--- src/rtl/mult_32x32_if.sv ---
`default_nettype none
// ============================================================================
// Module      : mult_32x32_if
// Description : Host-side bundle for the sequential 32x32 multiplier:
//               start request, operands, busy status and product result.
// Revision    : 1.0 - initial release
// ============================================================================
interface mult_32x32_if;
  logic        start;
  logic [31:0] a;
  logic [31:0] b;
  logic        busy;
  logic [63:0] product;

  // Host side issues requests and reads back status/result
  modport master (output start, a, b, input busy, product);
  // Multiplier side consumes requests and returns status/result
  modport slave  (input start, a, b, output busy, product);
endinterface : mult_32x32_if
`default_nettype wire

--- src/rtl/mult_32x32.sv ---
`default_nettype none
// ============================================================================
// Module      : mult_32x32
// Description : Unsigned 32x32 -> 64 multiplier using one 16x16 multiplier.
//               Four half-word partial products are accumulated over four
//               cycles while busy is high.
// Revision    : 1.0 - initial release
// ============================================================================
module mult_32x32 (
  input  wire logic   clk,
  input  wire logic   reset,   // asynchronous, active-low
  mult_32x32_if.slave bus
);

  typedef enum logic [2:0] {
    S_IDLE = 3'd0,
    S_A0B0 = 3'd1,
    S_A0B1 = 3'd2,
    S_A1B0 = 3'd3,
    S_A1B1 = 3'd4
  } state_t;

  state_t      r_state;
  logic [31:0] r_a_q;
  logic [31:0] r_b_q;
  logic [63:0] r_product;
  logic        r_busy;

  logic [15:0] w_a_sel;
  logic [15:0] w_b_sel;
  logic [31:0] w_pp;
  logic [63:0] w_pp_shifted;

  // Half-word operand selection and partial-product alignment for the current state
  always_comb begin
    w_a_sel      = r_a_q[15:0];
    w_b_sel      = r_b_q[15:0];
    w_pp_shifted = 64'h0;
    if ((r_state == S_A1B0) || (r_state == S_A1B1)) begin
      w_a_sel = r_a_q[31:16];
    end
    if ((r_state == S_A0B1) || (r_state == S_A1B1)) begin
      w_b_sel = r_b_q[31:16];
    end
    w_pp = {16'h0, w_a_sel} * {16'h0, w_b_sel};
    case (r_state)
      S_A0B0:         w_pp_shifted = {32'h0, w_pp};
      S_A0B1, S_A1B0: w_pp_shifted = {16'h0, w_pp, 16'h0};
      S_A1B1:         w_pp_shifted = {w_pp, 32'h0};
      default:        w_pp_shifted = 64'h0;
    endcase
  end

  // Sequencer: latch operands on start, then accumulate one partial product per cycle
  always_ff @(posedge clk or negedge reset) begin
    if (!reset) begin
      r_state   <= S_IDLE;
      r_a_q     <= 32'h0;
      r_b_q     <= 32'h0;
      r_product <= 64'h0;
      r_busy    <= 1'b0;
    end else begin
      case (r_state)
        S_IDLE: begin
          if (bus.start) begin
            r_a_q     <= bus.a;
            r_b_q     <= bus.b;
            r_product <= 64'h0;
            r_busy    <= 1'b1;
            r_state   <= S_A0B0;
          end
        end
        S_A0B0: begin
          r_product <= r_product + w_pp_shifted;
          r_state   <= S_A0B1;
        end
        S_A0B1: begin
          r_product <= r_product + w_pp_shifted;
          r_state   <= S_A1B0;
        end
        S_A1B0: begin
          r_product <= r_product + w_pp_shifted;
          r_state   <= S_A1B1;
        end
        S_A1B1: begin
          // Final term; sum is bounded by (2^32-1)^2 so the 64-bit add cannot wrap
          r_product <= r_product + w_pp_shifted;
          r_busy    <= 1'b0;
          r_state   <= S_IDLE;
        end
        default: begin
          r_busy  <= 1'b0;
          r_state <= S_IDLE;
        end
      endcase
    end
  end

  assign bus.busy    = r_busy;
  assign bus.product = r_product;

endmodule : mult_32x32
`default_nettype wire

--- src/flat_wrapper.sv ---
// flat-port wrapper written by rule: the top's interface ports become plain ports
module mult_32x32_flat 
  (clk, reset, bus_start, bus_a, bus_b, bus_busy, bus_product);
  mult_32x32_if bus_i ();
  input  wire logic clk;
  input  wire logic reset;
  input wire logic [$bits(bus_i.start)-1:0] bus_start;
  input wire logic [$bits(bus_i.a)-1:0] bus_a;
  input wire logic [$bits(bus_i.b)-1:0] bus_b;
  output wire logic [$bits(bus_i.busy)-1:0] bus_busy;
  output wire logic [$bits(bus_i.product)-1:0] bus_product;
  assign bus_i.start = bus_start;
  assign bus_i.a = bus_a;
  assign bus_i.b = bus_b;
  assign bus_busy = bus_i.busy;
  assign bus_product = bus_i.product;
  mult_32x32 u_core (.clk(clk), .reset(reset), .bus(bus_i));
endmodule
--- config.mk ---
export PLATFORM = sky130hd
export DESIGN_NAME = mult_32x32_flat
export DESIGN_NICKNAME = d
export VERILOG_FILES = /design/src/rtl/mult_32x32_if.sv /design/src/rtl/mult_32x32.sv /design/src/flat_wrapper.sv
export SDC_FILE = /design/constraint.sdc
export NUM_CORES = 1
export LEC_CHECK = 0
export CAP_MARGIN = 20
export CORE_ASPECT_RATIO = 0.9
export CORE_MARGIN = 8
export CORE_UTILIZATION = 66
export DETAILED_ROUTE_END_ITERATION = 7
export PLACE_DENSITY = 0.88
export SLEW_MARGIN = 0
export SYNTH_ARGS = -nofsm -noshare
export SYNTH_HDL_FRONTEND = slang
export SYNTH_SLANG_ARGS = --single-unit
--- constraint.sdc ---
create_clock -name clk -period 15.1 [get_ports clk]
set_clock_uncertainty 0.2 [all_clocks]
set_input_delay 1.51 -clock clk [delete_from_list [all_inputs] [get_ports clk]]
set_output_delay 1.51 -clock clk [all_outputs]
set_load 0.01 [all_outputs]
==> flow_summary_export.csv, run 1 <==
group,metric,value,unit
sta,worst_slew_pin_slew,1.03,ns
hold_path,hold_depth,1,
cts,clkSinkCount,132,
cts,clkLatencyLatePin,0.45,ns
hold_path,worstHoldStart,"u_core.r_b_q[25]",
synthesis,synthMuxAreaShare,7.68,%
synthesis,ys_warn_count,0,
floorplan,dieArea,32500,sq um
finish,regArea,3300,sq um
global_routing,grt_pass1_wl,83500,microns
sta,setup-violations-final,0,
synthesis,syn_inst,1997,
global_routing,grt_use_met3,8.96,%
sta,maxSlewHeadroom,29.4,%
global_routing,grt_util_met1,43.1,%
placement,place_hpwl,42200,microns
placement,dp_slack,3.32,ns
run_status,violations,"DRC",
synthesis,synth_xor_area_share,4.43,%
hold_path,min_delay_worst_endpoint,"u_core.r_b_q[25]",
synthesis,synthSimpleGateAreaFrac,14.3,%
finish,nNetsFinal,2514,
synthesis,avgSynthCellArea,8.92,sq um
critical_path,rr_startpoint,"u_core.r_state[2]",
drt,drt_iter0_drc,1532,
synthesis,ys_types,80,
synthesis,synth_top_area_share,21.9,%
synthesis,synthTopCellsByArea,"fa_1 22%, dfrtp_1 19%, ha_1 12%",
global_routing,grt_usage,32.9,%
critical_path,crit_top_cell,"fa_1",
floorplan,design.core.area,26700,sq um
cts,cts-root-buf,"clkbuf_16",
placement,dp.cells,2419,
synthesis,synthAdderAreaFrac,33.7,%
finish,fin_cells,2452,
critical_path,rr_endpoint,"u_core.bus.product[63]",
sta,hold_viol_final,0,
global_routing,grt_use_met2,51.5,%
critical_path,slowest_stage,"or2_2",
critical_path,regToRegSetupSlack,3.00,ns
synthesis,synth_compound_area_share,13.7,%
placement,portBuffers,131,
cts,postCtsSetupBuffers,0,
flow_run,cap_violations,0,
global_routing,gr-total-overflow,0,
critical_path,arrival,12.23,ns
floorplan,die_h,172,microns
sta,maxClockFrequency,82.7,MHz
global_routing,antenna_found_initial,0,
drt,vias,15500,
sta,rsz0062_at_grt,"no",
critical_path,cpPeakStageDelay,0.80,ns
cts,cts_tree,"built",
sta,tns,0,ns
synthesis,async_flop_share,100,%
sta,maxSlewViolCount,0,
sta,fin_ws,3.00,ns
cts,cts_max_level,4,
synthesis,synth-seq-cells,132,
cts,cts_hold_buffers,0,
finish,fillers,1942,
cts,cts_inserted_buffers,17,
finish,syn_to_final_growth,11.9,%
critical_path,end_kind,"flip-flop",
finish,multi_input_area,13200,sq um
floorplan,die_w,189,microns
drt,drc,1,
global_routing,grt_pass1_vias,15600,
drt,finalWirelength,52900,microns
synthesis,synth_edf_count,0,
floorplan,ios,132,
placement,gp_congestion,1.04,
cts,path_clk_slew,0.07,ns
critical_path,path_max_fanout,32,
sta,min_period,12.10,ns
cts,clockBufferDepth,2,
synthesis,yosysSeqAreaShare,18.5,%
global_routing,grt.busiest_layer,"met2",
critical_path,critical_path_required,15.24,ns
synthesis,ys.flop_type,"dfrtp_1",
drt,via_per_inst,6.33,
sta,finalCritPeriodShare,80.1,%
critical_path,reg2reg_depth,38,
critical_path,critPathLaunchType,"flip-flop",
run_status,outcome,"complete, but fails checks",
finish,diodes,0,
synthesis,synth_top_area_cell,"fa_1",
synthesis,synth_top_family_by_area,"adder cells",
synthesis,syn-num-nets,2426,
cts,cts_resized,0,
hold_path,hold_path.class,"reg2reg",
sta,hold_slack,0.311,ns
synthesis,synth.cell_area,17800,sq um
floorplan,fp-row-count,57,
drt,ant_nets,0,
floorplan,initial_core_util,66.6,%
critical_path,crit_type,"reg2reg",
drt,wl_per_cell,21.6,microns
drt,drt_pass1_iterations,8,
finish,drive_above_1_share,8.25,%
global_routing,grt_max_degree,68,
-- placed cells by master, fill, tap and decap left out, drive strengths merged, types with 21 or more instances in the layout --
cell type	synthesis	routed
a21o	47	47
fa	195	195
inv	255	257
nand4	21	21
nand2	257	257
nand3	23	23
and2	25	25
clkbuf	54	22
mux2	93	93
dfrtp	132	132
xnor2	55	55
xor2	35	35
a22o	30	30
ha	167	167
nor2	179	179
a21oi	105	105
clkdlybuf4s50	1	130
o21ai	104	104
mux2i	32	32
-- worst max-delay path, delay by kind of cell (launching register included) --
| family | cells | cell delay [ns] |
|---|---|---|
| buffers and inverters | 6 | 0.68 |
| adder cells (fa/ha/maj) | 8 | 3.96 |
| XOR/XNOR | 2 | 0.45 |
| AND/OR/NAND/NOR | 10 | 2.71 |
| multiplexers | 1 | 0.78 |
| AO/OA/AOI/OAI | 11 | 2.71 |
| flip-flops | 1 | 0.48 |
-- registers in the layout (all words and copies together), names as in the netlist --
name	cells
u_core.bus.product	64
u_core.bus.busy	1
u_core.r_a_q	32
u_core.r_state	3
u_core.r_b_q	32
-- stage by stage --
| step | instance area (sq um) | utilization (%) |
|---|---|---|
| 5_1_grt | 19900 | 74.5 |
| 3_5_place_dp | 19300 | 72.2 |
| 6_report | 19900 | 74.5 |
| 2_1_floorplan | 17800 | - |
| 4_1_cts | 19900 | 74.5 |
| 3_3_place_gp | 19300 | 72.1 |
-- synth_stat cells, types with 13 or more instances --
library cell / instances
o21ai_1: 18
nand4_1: 19
inv_1: 255
nand3_1: 20
clkbuf_1: 49
ha_1: 167
a21o_1: 47
a22o_1: 30
a21oi_1: 104
nand2b_1: 13
nand2_1: 257
mux2_2: 93
o21ai_0: 86
fa_1: 195
dfrtp_1: 132
xor2_1: 35
o21bai_1: 15
mux2i_1: 32
nor3_1: 19
and2_1: 24
nor2_1: 177
xnor2_1: 55
buf_2: 14
o22ai_1: 14
-- routing by layer --
layer / routed length [microns] / vias to the layer above
met5: 0 / -
li1: - / 6822
met2: 24300 / 894
met3: 5630 / 161
met4: 1960 / 0
met1: 21000 / 7634
-- worst max path at each step --
stage | from | to | slack [ns] | depth (start not counted)
after floorplan | u_core.r_state[2] | u_core.bus.product[63] | 4.87 | 42
after global placement | u_core.r_state[2] | u_core.bus.product[63] | 3.55 | 38
after detailed placement | u_core.r_state[2] | u_core.bus.product[63] | 3.32 | 38
after CTS | u_core.r_state[2] | u_core.bus.product[63] | 3.18 | 38
after global routing | u_core.r_state[2] | u_core.bus.product[63] | 2.39 | 38
final | u_core.r_state[2] | u_core.bus.product[63] | 3.00 | 38
-- cell families (layout without fill, tap and decap cells) --
group | Yosys count | count (layout)
and+or+nand+nor | 574 | 574
buffers and inverters | 334 | 435
DFF | 132 | 132
adders and majority gates | 362 | 362
muxes | 125 | 125
xor gates and xnor gates | 90 | 90
AOI/OAI and AO/OA | 380 | 380
-- final cells by class --
type                       instances  area share (%)
clock buffer                      22            2.38
clock inverter                    10           0.735
inverter                         255            4.80
multi-input combinational       1531            66.1
sequential                       132            16.6
tap                              354            2.22
timing repair buffer             148            7.23
Power of run 1 is left out: the tool's default activity adds up to more than one toggle a clock period on the data nets, which glitch-free logic cannot reach.
==> run 2: changes to the inputs <==
Settings changed: CORE_UTILIZATION 66 to 62, PLACE_DENSITY 0.88 to 0.84.
Clock period 15.1 ns to 11.95 ns, I/O delays scaled along.
==> flow_summary_export.csv, run 2 (synthesis results as in run 1) <==
group,metric,value,unit
run_status,outcome,"complete, no violations",
sta,maxClockFrequency,87.8,MHz
finish,fin_util,70.2,%
sta,rsz0062_at_grt,"no",
drt,vias,15400,
sta,min_period,11.39,ns
cts,cts_hold_buffers,0,
sta,finalCritPeriodShare,95.3,%
sta,hold_slack,0.308,ns
drt,drt_pass1_iterations,6,
cts,clkSinkCount,132,
cts,cts_max_level,4,
cts,cts_inserted_buffers,17,
cts,path_clk_slew,0.06,ns
drt,wl_per_cell,21.8,microns
critical_path,path_max_fanout,28,
floorplan,fp-row-count,59,
cts,cts-root-buf,"clkbuf_16",
critical_path,critical_path_required,12.07,ns
critical_path,critPathLaunchType,"flip-flop",
drt,drt_iter0_drc,1461,
cts,clockBufferDepth,2,
drt,finalWirelength,54100,microns
floorplan,die_w,195,microns
global_routing,grt_pass1_vias,15600,
hold_path,min_delay_worst_endpoint,"u_core.r_b_q[22]",
cts,cts_resized,0,
finish,nNetsFinal,2533,
hold_path,hold_depth,1,
finish,layout_common_cells,"257 x nand2_1, 255 x inv_1, 195 x fa_1",
sta,tns,0,ns
sta,setup-violations-final,0,
floorplan,ios,132,
floorplan,die_h,177,microns
global_routing,grt_pass1_wl,85500,microns
critical_path,regToRegSetupSlack,0.56,ns
placement,gp_congestion,0.968,
finish,fin_area,20100,sq um
finish,diodes,0,
critical_path,crit_top_cell,"fa_1",
placement,portBuffers,131,
critical_path,arrival,11.51,ns
critical_path,timing.critical_path.buf_inv,4,
critical_path,reg2reg_depth,36,
global_routing,grt_max_degree,73,
cts,cts_tree,"built",
floorplan,initial_core_util,62.3,%
drt,ant_nets,0,
sta,maxSlewHeadroom,47.6,%
global_routing,antenna_found_initial,0,
global_routing,grt_usage,31.5,%
drt,via_per_inst,6.22,
sta,worst_slew_pin_slew,0.764,ns
floorplan,design.core.area,28600,sq um
sta,maxSlewViolCount,0,
finish,syn_to_final_growth,12.6,%
global_routing,gr-total-overflow,0,
floorplan,dieArea,34400,sq um
cts,postCtsSetupBuffers,0,
hold_path,hold_path.class,"reg2reg",
critical_path,path_delay_family,"adder cells",
critical_path,end_kind,"flip-flop",
drt,drc,0,
finish,largest_reg_flops,64,
critical_path,cpPeakStageDelay,0.71,ns
sta,hold_viol_final,0,
cts,clkLatencyLatePin,0.44,ns
critical_path,slowest_stage,"mux2i_1",
critical_path,rr_endpoint,"u_core.bus.product[63]",
critical_path,crit_type,"reg2reg",
placement,postPlaceCellArea,19500,sq um
flow_run,cap_violations,0,
placement,place_hpwl,43600,microns
critical_path,rr_startpoint,"u_core.r_state[2]",
finish,final_common_cell,"nand2_1",
hold_path,worstHoldStart,"u_core.r_b_q[22]",
finish,drive_above_1_share,9.08,%
[run 2: changes by cell type in the layout (fill, tap and decap cells not counted), moves of 2 or more]
cell,delta
clkbuf_1,-2
inv_6,-2
buf_4,+18
clkbuf_8,-3
clkinvlp_4,+2
clkinv_2,+2
[run 2: worst max-delay path by stage]
stage / start / endpoint / slack (ns) / cells past startpoint
final: u_core.r_state[2] / u_core.bus.product[63] / 0.56 / 36
after global routing: u_core.r_state[2] / u_core.bus.product[63] / 0.04 / 39
after CTS: u_core.r_state[2] / u_core.bus.product[63] / 0.75 / 36
after detailed placement: u_core.r_state[2] / u_core.bus.product[63] / 0.79 / 36
after global placement: u_core.r_state[2] / u_core.bus.product[63] / 0.93 / 36
after floorplan: u_core.r_state[2] / u_core.bus.product[63] / 1.72 / 42
[run 2: per-stage QoR]
step	cells	setup WS [ns]
after global placement	2450	0.926
after CTS	2480	0.754
after global routing	2481	0.0414
final	2481	0.561
after floorplan	1997	1.72
after detailed placement	2450	0.786
[run 2: layout make-up]
type | count | area (sq um)
repair buffers | 167 | 1590
multi-input cells | 1531 | 13200
well taps | 366 | 458
clock buffers | 17 | 425
inverters | 255 | 957
fillers | 2257 | 8510
clock inverters | 13 | 163
flip-flops and latches | 132 | 3300
[run 2: per-layer routing]
layer	global-route usage, %	up-vias	routed length (microns)
met4	9.92	0	1480
li1	-	6853	-
met3	7.17	119	4930
met1	43.1	7729	23000
met5	0	-	0
met2	49.6	741	24700
Power of run 2 is left out for the same reason.
==> run 3: changes to the inputs <==
Settings changed: CORE_ASPECT_RATIO 0.9 to not set.
==> flow_summary_export.csv, run 3 (synthesis results as in run 1) <==
group,metric,value,unit
sta,maxSlewHeadroom,38.4,%
run_status,outcome,"complete, no violations",
global_routing,grt_pass1_wl,86400,microns
critical_path,crit_type,"reg2reg",
floorplan,fp-row-count,62,
critical_path,rr_startpoint,"u_core.r_state[2]",
drt,met3_length,4750,microns
sta,finalCritPeriodShare,95.2,%
drt,wl_per_cell,21.8,microns
critical_path,cpPeakStageDelay,0.72,ns
critical_path,arrival,11.52,ns
drt,drt_iter0_drc,1391,
drt,met1_length,22100,microns
sta,maxClockFrequency,87.9,MHz
hold_path,min_delay_worst_endpoint,"u_core.r_b_q[4]",
global_routing,grt_pass1_vias,15900,
floorplan,ios,132,
global_routing,gr-total-overflow,0,
critical_path,critPathLaunchType,"flip-flop",
hold_path,worstHoldStart,"u_core.r_b_q[4]",
floorplan,initial_core_util,62.6,%
placement,portBuffers,131,
critical_path,regToRegSetupSlack,0.58,ns
critical_path,critical_path_required,12.10,ns
placement,dp_slack,0.540,ns
cts,cts_max_level,4,
finish,fin_area,20000,sq um
hold_path,hold_depth,1,
sta,hold_viol_final,0,
sta,rsz0062_at_grt,"no",
placement,place_hpwl,43200,microns
sta,tns,0,ns
cts,cts_inserted_buffers,17,
floorplan,design.core.area,28500,sq um
global_routing,grt_usage,32.5,%
drt,ant_nets,0,
finish,fillers,2167,
global_routing,grt_max_degree,68,
finish,diodes,0,
floorplan,die_h,185,microns
cts,path_clk_slew,0.06,ns
cts,cts-root-buf,"clkbuf_16",
finish,fin_util,70.2,%
finish,syn_to_final_growth,12.2,%
cts,cts_tree,"built",
critical_path,path_max_fanout,15,
finish,multi_input_area,13200,sq um
flow_run,cap_violations,0,
floorplan,die_w,185,microns
drt,wl_met2,25800,microns
finish,nNetsFinal,2527,
hold_path,hold_path.class,"reg2reg",
sta,min_period,11.37,ns
drt,drc,0,
floorplan,dieArea,34400,sq um
cts,clkSinkCount,132,
critical_path,rr_endpoint,"u_core.bus.product[63]",
finish,largest_reg_flops,64,
cts,clockBufferDepth,2,
drt,finalWirelength,54500,microns
drt,drt_pass1_iterations,6,
finish,layout_common_cells,"257 x nand2_1, 255 x inv_1, 195 x fa_1",
drt,highest_layer,"met4",
drt,via_per_inst,6.11,
sta,setup-violations-final,0,
placement,postPlaceCellArea,19400,sq um
finish,regArea,3300,sq um
critical_path,slowest_stage,"mux2i_1",
sta,worst_slew_pin_slew,0.925,ns
critical_path,crit_top_cell,"fa_1",
finish,drive_above_1_share,8.86,%
finish,final_common_cell,"nand2_1",
critical_path,end_kind,"flip-flop",
cts,postCtsSetupBuffers,0,
critical_path,reg2reg_depth,35,
cts,clkLatencyLatePin,0.46,ns
drt,vias,15200,
sta,maxSlewViolCount,0,
placement,gp_congestion,0.995,
sta,fin_ws,0.579,ns
global_routing,antenna_found_initial,0,
==> run 3: cell types whose count changed in the layout (fill, tap and decap cells not counted), moves of 2 or more <==
cell	previous run	this run
buf_4	35	29
bufinv_16	3	0
clkbuf_1	0	2
clkbuf_8	0	2
==> run 3: worst max path at each step <==
stage                        endpoint               from  slack, ns  cells past startpoint
5_1_grt        u_core.bus.product[63]  u_core.r_state[2]       0.03                     37
6_report       u_core.bus.product[63]  u_core.r_state[2]       0.58                     35
4_1_cts        u_core.bus.product[63]  u_core.r_state[2]       0.47                     37
2_1_floorplan  u_core.bus.product[63]  u_core.r_state[2]       1.72                     42
3_5_place_dp   u_core.bus.product[63]  u_core.r_state[2]       0.54                     37
3_3_place_gp   u_core.bus.product[63]  u_core.r_state[2]       0.80                     37
==> run 3: per-stage QoR <==
stage,hold slack (ns),cells
3_3_place_gp,0.292,2462
3_5_place_dp,0.293,2462
2_1_floorplan,0.275,1997
6_report,0.316,2495
4_1_cts,0.316,2494
5_1_grt,0.331,2495
==> run 3: layer usage <==
metal  up-vias  track usage (%)
met3       155             6.68
met1      7472             42.0
met5         -                0
met4         0             11.8
met2       776             53.6
li1       6833                -
==> run 3: critical path: cells and delay by family, from the launching register on <==
family                   cells  cell delay (ns)
adder cells (fa/ha/maj)      8             3.87
buffers and inverters        3             0.32
XOR/XNOR                     2             0.31
AND/OR/NAND/NOR              9             2.00
multiplexers                 1             0.72
AO/OA/AOI/OAI               12             3.34
flip-flops                   1             0.46
==> run 3: area by class of cell <==
cell class / instances / share of cell area (%)
Clock buffer: 21 / 2.30
Clock inverter: 11 / 0.401
Inverter: 255 / 4.79
Multi-Input combinational cell: 1532 / 65.9
Sequential cell: 132 / 16.5
Tap cell: 384 / 2.40
Timing Repair Buffer: 160 / 7.66
==> run 3: timing repair <==
| action | 4_1_cts | 5_1_grt |
|---|---|---|
| endpoints found under the hold margin | 0 | 0 |
| hold buffers | 0 | 0 |
| endpoints found under the setup margin | 0 | 4 |
| gates resized for setup | 0 | 1 |
Power of run 3 is left out for the same reason.
